--- config.mk ---
export PLATFORM = sky130hd
export DESIGN_NAME = ct_ifu_tage_upd_ctrl_flat
export DESIGN_NICKNAME = d
export VERILOG_FILES = /design/src/rtl/ct_ifu_tage_pkg.sv /design/src/rtl/ct_ifu_tage_upd_ctrl_if.sv /design/src/rtl/ct_ifu_tage_upd_fifo.sv /design/src/rtl/ct_ifu_tage_upd_ctrl.sv /design/src/flat_wrapper.sv
export SDC_FILE = /design/constraint.sdc
export NUM_CORES = 1
export LEC_CHECK = 0
export ABC_CLOCK_PERIOD_IN_PS = 5600
export CAP_MARGIN = 20
export CORE_AREA = 2 2 121 123
export DETAILED_ROUTE_END_ITERATION = 8
export DIE_AREA = 0 0 123 125
export DONT_BUFFER_PORTS = 1
export HOLD_SLACK_MARGIN = 0.08
export PLACE_DENSITY = 0.69
export SYNTH_ARGS = -nofsm -noshare
export SYNTH_HDL_FRONTEND = slang
export SYNTH_SLANG_ARGS = --single-unit
--- constraint.sdc ---
create_clock -name forever_cpuclk -period 5.6 [get_ports forever_cpuclk]
set_clock_uncertainty 0.1 [all_clocks]
set_input_delay 0.56 -clock forever_cpuclk [delete_from_list [all_inputs] [get_ports forever_cpuclk]]
set_output_delay 0.56 -clock forever_cpuclk [all_outputs]
set_load 0.01 [all_outputs]
--- src/rtl/ct_ifu_tage_pkg.sv ---
// Shared TAGE prediction-array types: slot field layout, ctr/u limits, update request and sequencer encoding.
// Pure definitions; no timing or flow control here.
package ct_ifu_tage_pkg;

  localparam int IDX_W   = 10;
  localparam int TAG_W   = 11;
  localparam int SLOT_W  = 16;
  localparam int ENTRY_W = 64;

  localparam int CTR_MSB = 15;
  localparam int CTR_LSB = 13;
  localparam int U_MSB   = 12;
  localparam int U_LSB   = 11;
  localparam int TAG_MSB = 10;
  localparam int TAG_LSB = 0;

  localparam logic signed [2:0] CTR_MAX = 3'sb011;
  localparam logic signed [2:0] CTR_MIN = 3'sb100;
  localparam logic [1:0]        U_MAX   = 2'd3;

  typedef enum logic [1:0] {
    ST_IDLE = 2'd0,
    ST_RD   = 2'd1,
    ST_WAIT = 2'd2,
    ST_WR   = 2'd3
  } upd_state_e;

  typedef struct packed {
    logic [IDX_W-1:0] index;
    logic [1:0]       slot;
    logic             taken;
    logic             alloc;
    logic [TAG_W-1:0] tag;
    logic             u_inc;
    logic             u_dec;
  } upd_req_t;

  // New 16-bit slot contents from the old slot and one update request.
  function automatic logic [SLOT_W-1:0] slot_next(input logic [SLOT_W-1:0] old, input upd_req_t req);
    logic signed [2:0] ctr;
    logic [1:0]        u;
    logic [TAG_W-1:0]  tag;
    ctr = old[CTR_MSB:CTR_LSB];
    u   = old[U_MSB:U_LSB];
    tag = old[TAG_MSB:TAG_LSB];
    if (req.alloc) begin
      tag = req.tag;
      u   = 2'd0;
      ctr = req.taken ? 3'sb000 : 3'sb111;
    end else begin
      if (req.taken) begin
        if (ctr != CTR_MAX) ctr = ctr + 3'sd1;
      end else if (ctr != CTR_MIN) begin
        ctr = ctr - 3'sd1;
      end
      if (req.u_inc && !req.u_dec && (u != U_MAX)) u = u + 2'd1;
      else if (req.u_dec && !req.u_inc && (u != 2'd0)) u = u - 2'd1;
    end
    return {ctr, u, tag};
  endfunction

endpackage

--- src/rtl/ct_ifu_tage_upd_ctrl_if.sv ---
// Prediction read, update request and prediction-array port bundle.
// slave = update controller side, master = fetch/array environment side.
interface ct_ifu_tage_upd_ctrl_if;
  import ct_ifu_tage_pkg::*;

  logic                 tage_rd_vld;
  logic [IDX_W-1:0]     tage_rd_index;
  logic                 tage_rd_data_vld;
  logic [ENTRY_W-1:0]   tage_rd_data;

  logic                 upd_vld;
  logic                 upd_rdy;
  logic [IDX_W-1:0]     upd_index;
  logic [1:0]           upd_slot;
  logic                 upd_taken;
  logic                 upd_alloc;
  logic [TAG_W-1:0]     upd_tag;
  logic                 upd_u_inc;
  logic                 upd_u_dec;

  logic                 tage_pred_array_cen_b;
  logic                 tage_pred_array_gwen;
  logic [IDX_W-1:0]     tage_pred_array_index;
  logic [ENTRY_W-1:0]   tage_pred_array_din;
  logic [ENTRY_W-1:0]   tage_pred_bwen;
  logic                 tage_pred_array_clk_en;
  logic [ENTRY_W-1:0]   tage_pred_data_out;

  modport slave (
    input  tage_rd_vld, tage_rd_index, upd_vld, upd_index, upd_slot, upd_taken,
           upd_alloc, upd_tag, upd_u_inc, upd_u_dec, tage_pred_data_out,
    output tage_rd_data_vld, tage_rd_data, upd_rdy, tage_pred_array_cen_b,
           tage_pred_array_gwen, tage_pred_array_index, tage_pred_array_din,
           tage_pred_bwen, tage_pred_array_clk_en
  );

  modport master (
    output tage_rd_vld, tage_rd_index, upd_vld, upd_index, upd_slot, upd_taken,
           upd_alloc, upd_tag, upd_u_inc, upd_u_dec, tage_pred_data_out,
    input  tage_rd_data_vld, tage_rd_data, upd_rdy, tage_pred_array_cen_b,
           tage_pred_array_gwen, tage_pred_array_index, tage_pred_array_din,
           tage_pred_bwen, tage_pred_array_clk_en
  );

endinterface

--- src/rtl/ct_ifu_tage_upd_fifo.sv ---
// 2-entry in-order update request queue; head visible combinationally, push/pop take effect next edge.
// Pushes while full and pops while empty are ignored; the owner gates ready with o_full.
module ct_ifu_tage_upd_fifo
  import ct_ifu_tage_pkg::*;
(
  input  logic     i_clk,
  input  logic     i_rst,
  input  logic     i_push,
  input  upd_req_t i_push_dat,
  input  logic     i_pop,
  output upd_req_t o_head_dat,
  output logic     o_full,
  output logic     o_empty
);

  upd_req_t   r_mem [2];
  logic       r_wptr;
  logic       r_rptr;
  logic [1:0] r_cnt;
  logic       w_push;
  logic       w_pop;

  assign o_full     = (r_cnt == 2'd2);
  assign o_empty    = (r_cnt == 2'd0);
  assign w_push     = i_push && !o_full;
  assign w_pop      = i_pop && !o_empty;
  assign o_head_dat = r_mem[r_rptr];

  always_ff @(posedge i_clk or posedge i_rst) begin
    if (i_rst) begin
      r_wptr <= 1'b0;
      r_rptr <= 1'b0;
      r_cnt  <= 2'd0;
    end else begin
      if (w_push) r_wptr <= ~r_wptr;
      if (w_pop)  r_rptr <= ~r_rptr;
      r_cnt <= r_cnt + {1'b0, w_push} - {1'b0, w_pop};
    end
  end

  always_ff @(posedge i_clk) begin
    if (w_push) r_mem[r_wptr] <= i_push_dat;
  end

endmodule

--- src/rtl/ct_ifu_tage_upd_ctrl.sv ---
// TAGE update controller: queues updates and runs read-modify-write on the shared single-port array.
// RMW write lands 2 cycles after its read when unstalled; prediction reads always win the port; upd_rdy low when queue full.
module ct_ifu_tage_upd_ctrl
  import ct_ifu_tage_pkg::*;
(
  input  logic                   forever_cpuclk,
  input  logic                   cpurst,
  ct_ifu_tage_upd_ctrl_if.slave  bus
);

  upd_state_e         r_state;
  upd_state_e         w_state_nxt;
  logic [ENTRY_W-1:0] r_rdata;
  logic               r_rd_vld_d;
  logic               r_any_rd_d;

  upd_req_t           w_in_req;
  upd_req_t           w_head;
  logic               w_full;
  logic               w_empty;
  logic               w_push;
  logic               w_pop;
  logic               w_rmw_rd;
  logic [5:0]         w_slot_lsb;
  logic [ENTRY_W-1:0] w_din;
  logic [ENTRY_W-1:0] w_wmask;

  always_comb begin
    w_in_req.index = bus.upd_index;
    w_in_req.slot  = bus.upd_slot;
    w_in_req.taken = bus.upd_taken;
    w_in_req.alloc = bus.upd_alloc;
    w_in_req.tag   = bus.upd_tag;
    w_in_req.u_inc = bus.upd_u_inc;
    w_in_req.u_dec = bus.upd_u_dec;
  end

  assign bus.upd_rdy = !w_full;
  assign w_push      = bus.upd_vld && !w_full;
  // The sequencer only advances out of RD/WR when no prediction read owns the port.
  assign w_rmw_rd    = (r_state == ST_RD) && !bus.tage_rd_vld;
  assign w_pop       = (r_state == ST_WR) && !bus.tage_rd_vld;

  ct_ifu_tage_upd_fifo u_fifo (
    .i_clk      (forever_cpuclk),
    .i_rst      (cpurst),
    .i_push     (w_push),
    .i_push_dat (w_in_req),
    .i_pop      (w_pop),
    .o_head_dat (w_head),
    .o_full     (w_full),
    .o_empty    (w_empty)
  );

  always_ff @(posedge forever_cpuclk or posedge cpurst) begin
    if (cpurst) r_state <= ST_IDLE;
    else        r_state <= w_state_nxt;
  end

  always_comb begin
    w_state_nxt = r_state;
    case (r_state)
      ST_IDLE: if (!w_empty)          w_state_nxt = ST_RD;
      ST_RD:   if (!bus.tage_rd_vld)  w_state_nxt = ST_WAIT;
      ST_WAIT:                        w_state_nxt = ST_WR;
      ST_WR:   if (!bus.tage_rd_vld)  w_state_nxt = ST_IDLE;
      default:                        w_state_nxt = ST_IDLE;
    endcase
  end

  always_ff @(posedge forever_cpuclk or posedge cpurst) begin
    if (cpurst) begin
      r_rdata    <= '0;
      r_rd_vld_d <= 1'b0;
      r_any_rd_d <= 1'b0;
    end else begin
      if (r_state == ST_WAIT) r_rdata <= bus.tage_pred_data_out;
      r_rd_vld_d <= bus.tage_rd_vld;
      r_any_rd_d <= bus.tage_rd_vld || w_rmw_rd;
    end
  end

  assign bus.tage_rd_data_vld = r_rd_vld_d;
  assign bus.tage_rd_data     = bus.tage_pred_data_out;

  // Merge the modified slot into the latched entry; bwen keeps the other slots untouched anyway.
  always_comb begin
    w_slot_lsb = {w_head.slot, 4'b0000};
    w_din      = r_rdata;
    w_din[w_slot_lsb +: SLOT_W] = slot_next(r_rdata[w_slot_lsb +: SLOT_W], w_head);
    w_wmask    = ~({{(ENTRY_W-SLOT_W){1'b0}}, {SLOT_W{1'b1}}} << w_slot_lsb);
  end

  always_comb begin
    bus.tage_pred_array_cen_b  = 1'b1;
    bus.tage_pred_array_gwen   = 1'b1;
    bus.tage_pred_bwen         = '1;
    bus.tage_pred_array_index  = w_head.index;
    bus.tage_pred_array_din    = w_din;
    bus.tage_pred_array_clk_en = 1'b0;
    if (!cpurst) begin
      bus.tage_pred_array_clk_en = bus.tage_rd_vld || (r_state != ST_IDLE) || !w_empty || r_any_rd_d;
      if (bus.tage_rd_vld) begin
        bus.tage_pred_array_cen_b = 1'b0;
        bus.tage_pred_array_index = bus.tage_rd_index;
      end else if (r_state == ST_RD) begin
        bus.tage_pred_array_cen_b = 1'b0;
      end else if (r_state == ST_WR) begin
        bus.tage_pred_array_cen_b = 1'b0;
        bus.tage_pred_array_gwen  = 1'b0;
        bus.tage_pred_bwen        = w_wmask;
      end
    end
  end

endmodule

--- src/flat_wrapper.sv ---
// flat-port wrapper written by rule: the top's interface ports become plain ports
module ct_ifu_tage_upd_ctrl_flat import ct_ifu_tage_pkg::*;
  (forever_cpuclk, cpurst, bus_tage_rd_vld, bus_tage_rd_index, bus_upd_vld, bus_upd_index, bus_upd_slot, bus_upd_taken, bus_upd_alloc, bus_upd_tag, bus_upd_u_inc, bus_upd_u_dec, bus_tage_pred_data_out, bus_tage_rd_data_vld, bus_tage_rd_data, bus_upd_rdy, bus_tage_pred_array_cen_b, bus_tage_pred_array_gwen, bus_tage_pred_array_index, bus_tage_pred_array_din, bus_tage_pred_bwen, bus_tage_pred_array_clk_en);
  ct_ifu_tage_upd_ctrl_if bus_i ();
  input  logic forever_cpuclk;
  input  logic cpurst;
  input wire logic [$bits(bus_i.tage_rd_vld)-1:0] bus_tage_rd_vld;
  input wire logic [$bits(bus_i.tage_rd_index)-1:0] bus_tage_rd_index;
  input wire logic [$bits(bus_i.upd_vld)-1:0] bus_upd_vld;
  input wire logic [$bits(bus_i.upd_index)-1:0] bus_upd_index;
  input wire logic [$bits(bus_i.upd_slot)-1:0] bus_upd_slot;
  input wire logic [$bits(bus_i.upd_taken)-1:0] bus_upd_taken;
  input wire logic [$bits(bus_i.upd_alloc)-1:0] bus_upd_alloc;
  input wire logic [$bits(bus_i.upd_tag)-1:0] bus_upd_tag;
  input wire logic [$bits(bus_i.upd_u_inc)-1:0] bus_upd_u_inc;
  input wire logic [$bits(bus_i.upd_u_dec)-1:0] bus_upd_u_dec;
  input wire logic [$bits(bus_i.tage_pred_data_out)-1:0] bus_tage_pred_data_out;
  output wire logic [$bits(bus_i.tage_rd_data_vld)-1:0] bus_tage_rd_data_vld;
  output wire logic [$bits(bus_i.tage_rd_data)-1:0] bus_tage_rd_data;
  output wire logic [$bits(bus_i.upd_rdy)-1:0] bus_upd_rdy;
  output wire logic [$bits(bus_i.tage_pred_array_cen_b)-1:0] bus_tage_pred_array_cen_b;
  output wire logic [$bits(bus_i.tage_pred_array_gwen)-1:0] bus_tage_pred_array_gwen;
  output wire logic [$bits(bus_i.tage_pred_array_index)-1:0] bus_tage_pred_array_index;
  output wire logic [$bits(bus_i.tage_pred_array_din)-1:0] bus_tage_pred_array_din;
  output wire logic [$bits(bus_i.tage_pred_bwen)-1:0] bus_tage_pred_bwen;
  output wire logic [$bits(bus_i.tage_pred_array_clk_en)-1:0] bus_tage_pred_array_clk_en;
  assign bus_i.tage_rd_vld = bus_tage_rd_vld;
  assign bus_i.tage_rd_index = bus_tage_rd_index;
  assign bus_i.upd_vld = bus_upd_vld;
  assign bus_i.upd_index = bus_upd_index;
  assign bus_i.upd_slot = bus_upd_slot;
  assign bus_i.upd_taken = bus_upd_taken;
  assign bus_i.upd_alloc = bus_upd_alloc;
  assign bus_i.upd_tag = bus_upd_tag;
  assign bus_i.upd_u_inc = bus_upd_u_inc;
  assign bus_i.upd_u_dec = bus_upd_u_dec;
  assign bus_i.tage_pred_data_out = bus_tage_pred_data_out;
  assign bus_tage_rd_data_vld = bus_i.tage_rd_data_vld;
  assign bus_tage_rd_data = bus_i.tage_rd_data;
  assign bus_upd_rdy = bus_i.upd_rdy;
  assign bus_tage_pred_array_cen_b = bus_i.tage_pred_array_cen_b;
  assign bus_tage_pred_array_gwen = bus_i.tage_pred_array_gwen;
  assign bus_tage_pred_array_index = bus_i.tage_pred_array_index;
  assign bus_tage_pred_array_din = bus_i.tage_pred_array_din;
  assign bus_tage_pred_bwen = bus_i.tage_pred_bwen;
  assign bus_tage_pred_array_clk_en = bus_i.tage_pred_array_clk_en;
  ct_ifu_tage_upd_ctrl u_core (.forever_cpuclk(forever_cpuclk), .cpurst(cpurst), .bus(bus_i));
endmodule
==> results.cfg <==
[grt]
grt-ovfl-total = 0
groute.usage.overall_pct = 24.5
antenna_found_initial = 1
grt_start_max_net_pins = 110
grt_pass1_wl_um = 28100
grt_pass1_vias = 5113

[critical_path]
max_stage_delay_ns = 1.00
cp-start-kind = flop
rrSetupSlack_ns = 3.32
cp_data_required_time_ns = 4.94
worst-setup-path-type = flop to output port
cp-end-kind = output port
cpMaxStageDelayCell = nand4_1
path_cells = mux2_4 -> clkinv_4 -> ha_1 -> nand4_1 -> o32ai_1 -> buf_4
arrival_ns = 4.22
worst-path-max-fanout = 45

[synthesis]
synth.area.top_cells = dfrtp_1 24%, edfxtp_1 22%, buf_4 13%
synth_compound_area_share_pct = 15.9
ys_seq_area_share_pct = 46.1
synth.mux.area_fraction_pct = 6.02
syn_area_per_cell_um2 = 9.43
synth-main-ff-cell = dfrtp_1
yosysWarnings = 0
synth_top_family_by_area = buffers and inverters
syn_area_um2 = 7420
syn_inst = 787
synthArstFlopShare_pct = 57.1
yosys.area_share.simple_pct = 9.07
ys_ff_latch = 126
synth-edff-count = 54
synth_fa_ha_area_share_pct = 3.03
netlist.area_leader.share_pct = 24.3
yosys.area.top_type = dfrtp_1
synth_fp_nets = 910
ys_types = 47
synth_xor_area_share_pct = 0.590

[layout]
final_cell_mix = 103 x nand2_1, 77 x o21ai_0, 74 x inv_1
fin_nets = 775
final_cells = 850
drive_gt1_share_pct = 11.3
final_common_cell = nand2_1
syn_to_final_growth_pct = -2.22

[die]
ioPinCount = 312
core_area_um2 = 14200
initial_utilization_pct = 52.3
fp.dieW_um = 123
dieArea_um2 = 15400
row_count = 44
die_height_um = 125

[cts]
clockRootBuffer = clkbuf_16
tritoncts = done
numCtsBuffers = 17
clock_path_buffers = 2
clkLatencyLatePin_ns = 0.41
cts_sinks = 126
path_clk_slew_ns = 0.05
htreeDepth = 4
cts_resized = 0
post_cts_buffers = 0

[drt]
ant_nets = 0
firstDrtPassIters = 5
routed_via_density = 5.95
drt_iter0_drc = 417
drc = 0
post_drt_wl_per_cell_um = 22.4
via_count = 5060
wirelength_um = 19000

[sta]
fin_crit_sh_pct = 87.2
whs_ns = 0.147
timing.final.crit_period_ns = 4.88
tightest_slew_ns = 1.09
setup-violations-final = 0
finalSetupTns_ns = 0
rsz0062_at_grt = false
relSlewSlack_pct = 27.2
final_max_slew_viol_count = 0
max_freq_ghz = 0.205
hold_viol_final = 0

[place]
io_buffers = 0
hpwlAfterDp_um = 13400
dp_cells = 815
gp_congestion = 0.909

[run_status]
status = finished clean

[pwr]
ir_drop_v = 0.000274
power.density_nw_per_um2 = 703
leakagePower_uw = 0.00300
total_power_uw = 5100

[worst_hold_path]
hold_path_class = input port to flop

[job]
max_cap_viol_count = 0
[state kept, by name, summed over array words and instances (netlist names)]
name,flops
u_core.bus.tage_rd_data_vld,1
u_core.r_any_rd_d,1
u_core.r_rdata,64
u_core.r_state,2
u_core.u_fifo.r_cnt,2
u_core.u_fifo.r_mem,54
u_core.u_fifo.r_rptr,1
u_core.u_fifo.r_wptr,1
[power by group]
group          leakage, µW  switching, µW  internal [µW]
Combinational      0.00134           1700            802
Sequential         0.00138            189           1330
Clock             0.000282            389            690
Total              0.00300           2270           2830
[repair_timing]
action	4_1_cts	5_1_grt
endpoints found under the hold margin	1	0
hold buffers	1	0
setup endpoints to repair	0	0
[path summary, 6_finish.rpt]
check,startpoint,to,depth (start not counted)
setup / recovery,u_core.u_fifo.r_rptr$_DFFE_PP0P_,bus_tage_pred_array_din[12],6
min in group asynchronous,cpurst,u_core.bus.tage_rd_data_vld$_DFF_PP0_,2
max in group asynchronous,cpurst,u_core.u_fifo.r_rptr$_DFFE_PP0P_,2
setup reg to reg,u_core.r_state[0]$_DFFE_PP0P_,u_core.r_rdata[8]$_DFFE_PP0P_,5
hold reg to reg,u_core.u_fifo.r_wptr$_DFFE_PP0P_,u_core.u_fifo.r_wptr$_DFFE_PP0P_,1
hold / removal,bus_upd_index[0],u_core.u_fifo.r_mem[0][17]$_DFFE_PP_,0
[metal layers]
layer / part of all wire (%) / global-route usage, % / routed length (µm)
met3: 11 / 10.4 / 2120
met1: 41 / 31.2 / 7770
met5: 0 / 0 / 0
met2: 46 / 37.0 / 8760
met4: 2.0 / 9.49 / 379
[Yosys cell counts (12+ instances only)]
| cell type | number |
|---|---|
| buf_4 | 125 |
| nand2_1 | 106 |
| o21ai_0 | 77 |
| inv_1 | 75 |
| dfrtp_1 | 72 |
| o22ai_1 | 56 |
| edfxtp_1 | 54 |
| mux2i_1 | 35 |
| nor2_1 | 33 |
| clkbuf_1 | 30 |
| ha_1 | 18 |
| a211oi_1 | 12 |
| a31oi_1 | 12 |
[stage by stage]
stage | instance area [µm²] | utilization [%] | worst slack [ns]
after global placement | 6640 | 46.7 | 1.47
after detailed placement | 6640 | 46.7 | 1.27
after CTS | 7230 | 50.9 | 0.813
after floorplan | 7420 | - | 2.30
final | 7260 | 51.1 | 0.715
after global routing | 7260 | 51.1 | 0.622
[final cells by class]
| type | instances | area (µm²) |
|---|---|---|
| fill | 1284 | 6940 |
| sequential | 126 | 3420 |
| multi-input combinational | 416 | 2590 |
| clock buffer | 18 | 429 |
| inverter | 78 | 298 |
| tap | 184 | 230 |
| clock inverter | 14 | 150 |
| timing repair buffer | 13 | 133 |
| antenna | 1 | 2.50 |
[cells by family (layout without fill, tap and decap cells)]
kind of cell,after synthesis,after routing
buf+inv,245,123
compound gates,189,189
simple gates,162,162
flops,126,126
mux,42,42
fa+ha+maj,18,18
xor+xnor,5,5
other cells,0,1
[worst max-delay path, delay by kind of cell (launching register included)]
kind	cells	cell delay, ns
mux	1	0.54
simple gates	1	1.00
fa+ha+maj	1	0.77
flops	1	0.48
compound gates	1	0.60
buf+inv	2	0.40
Note: power is estimated with default switching activity, not from simulation.
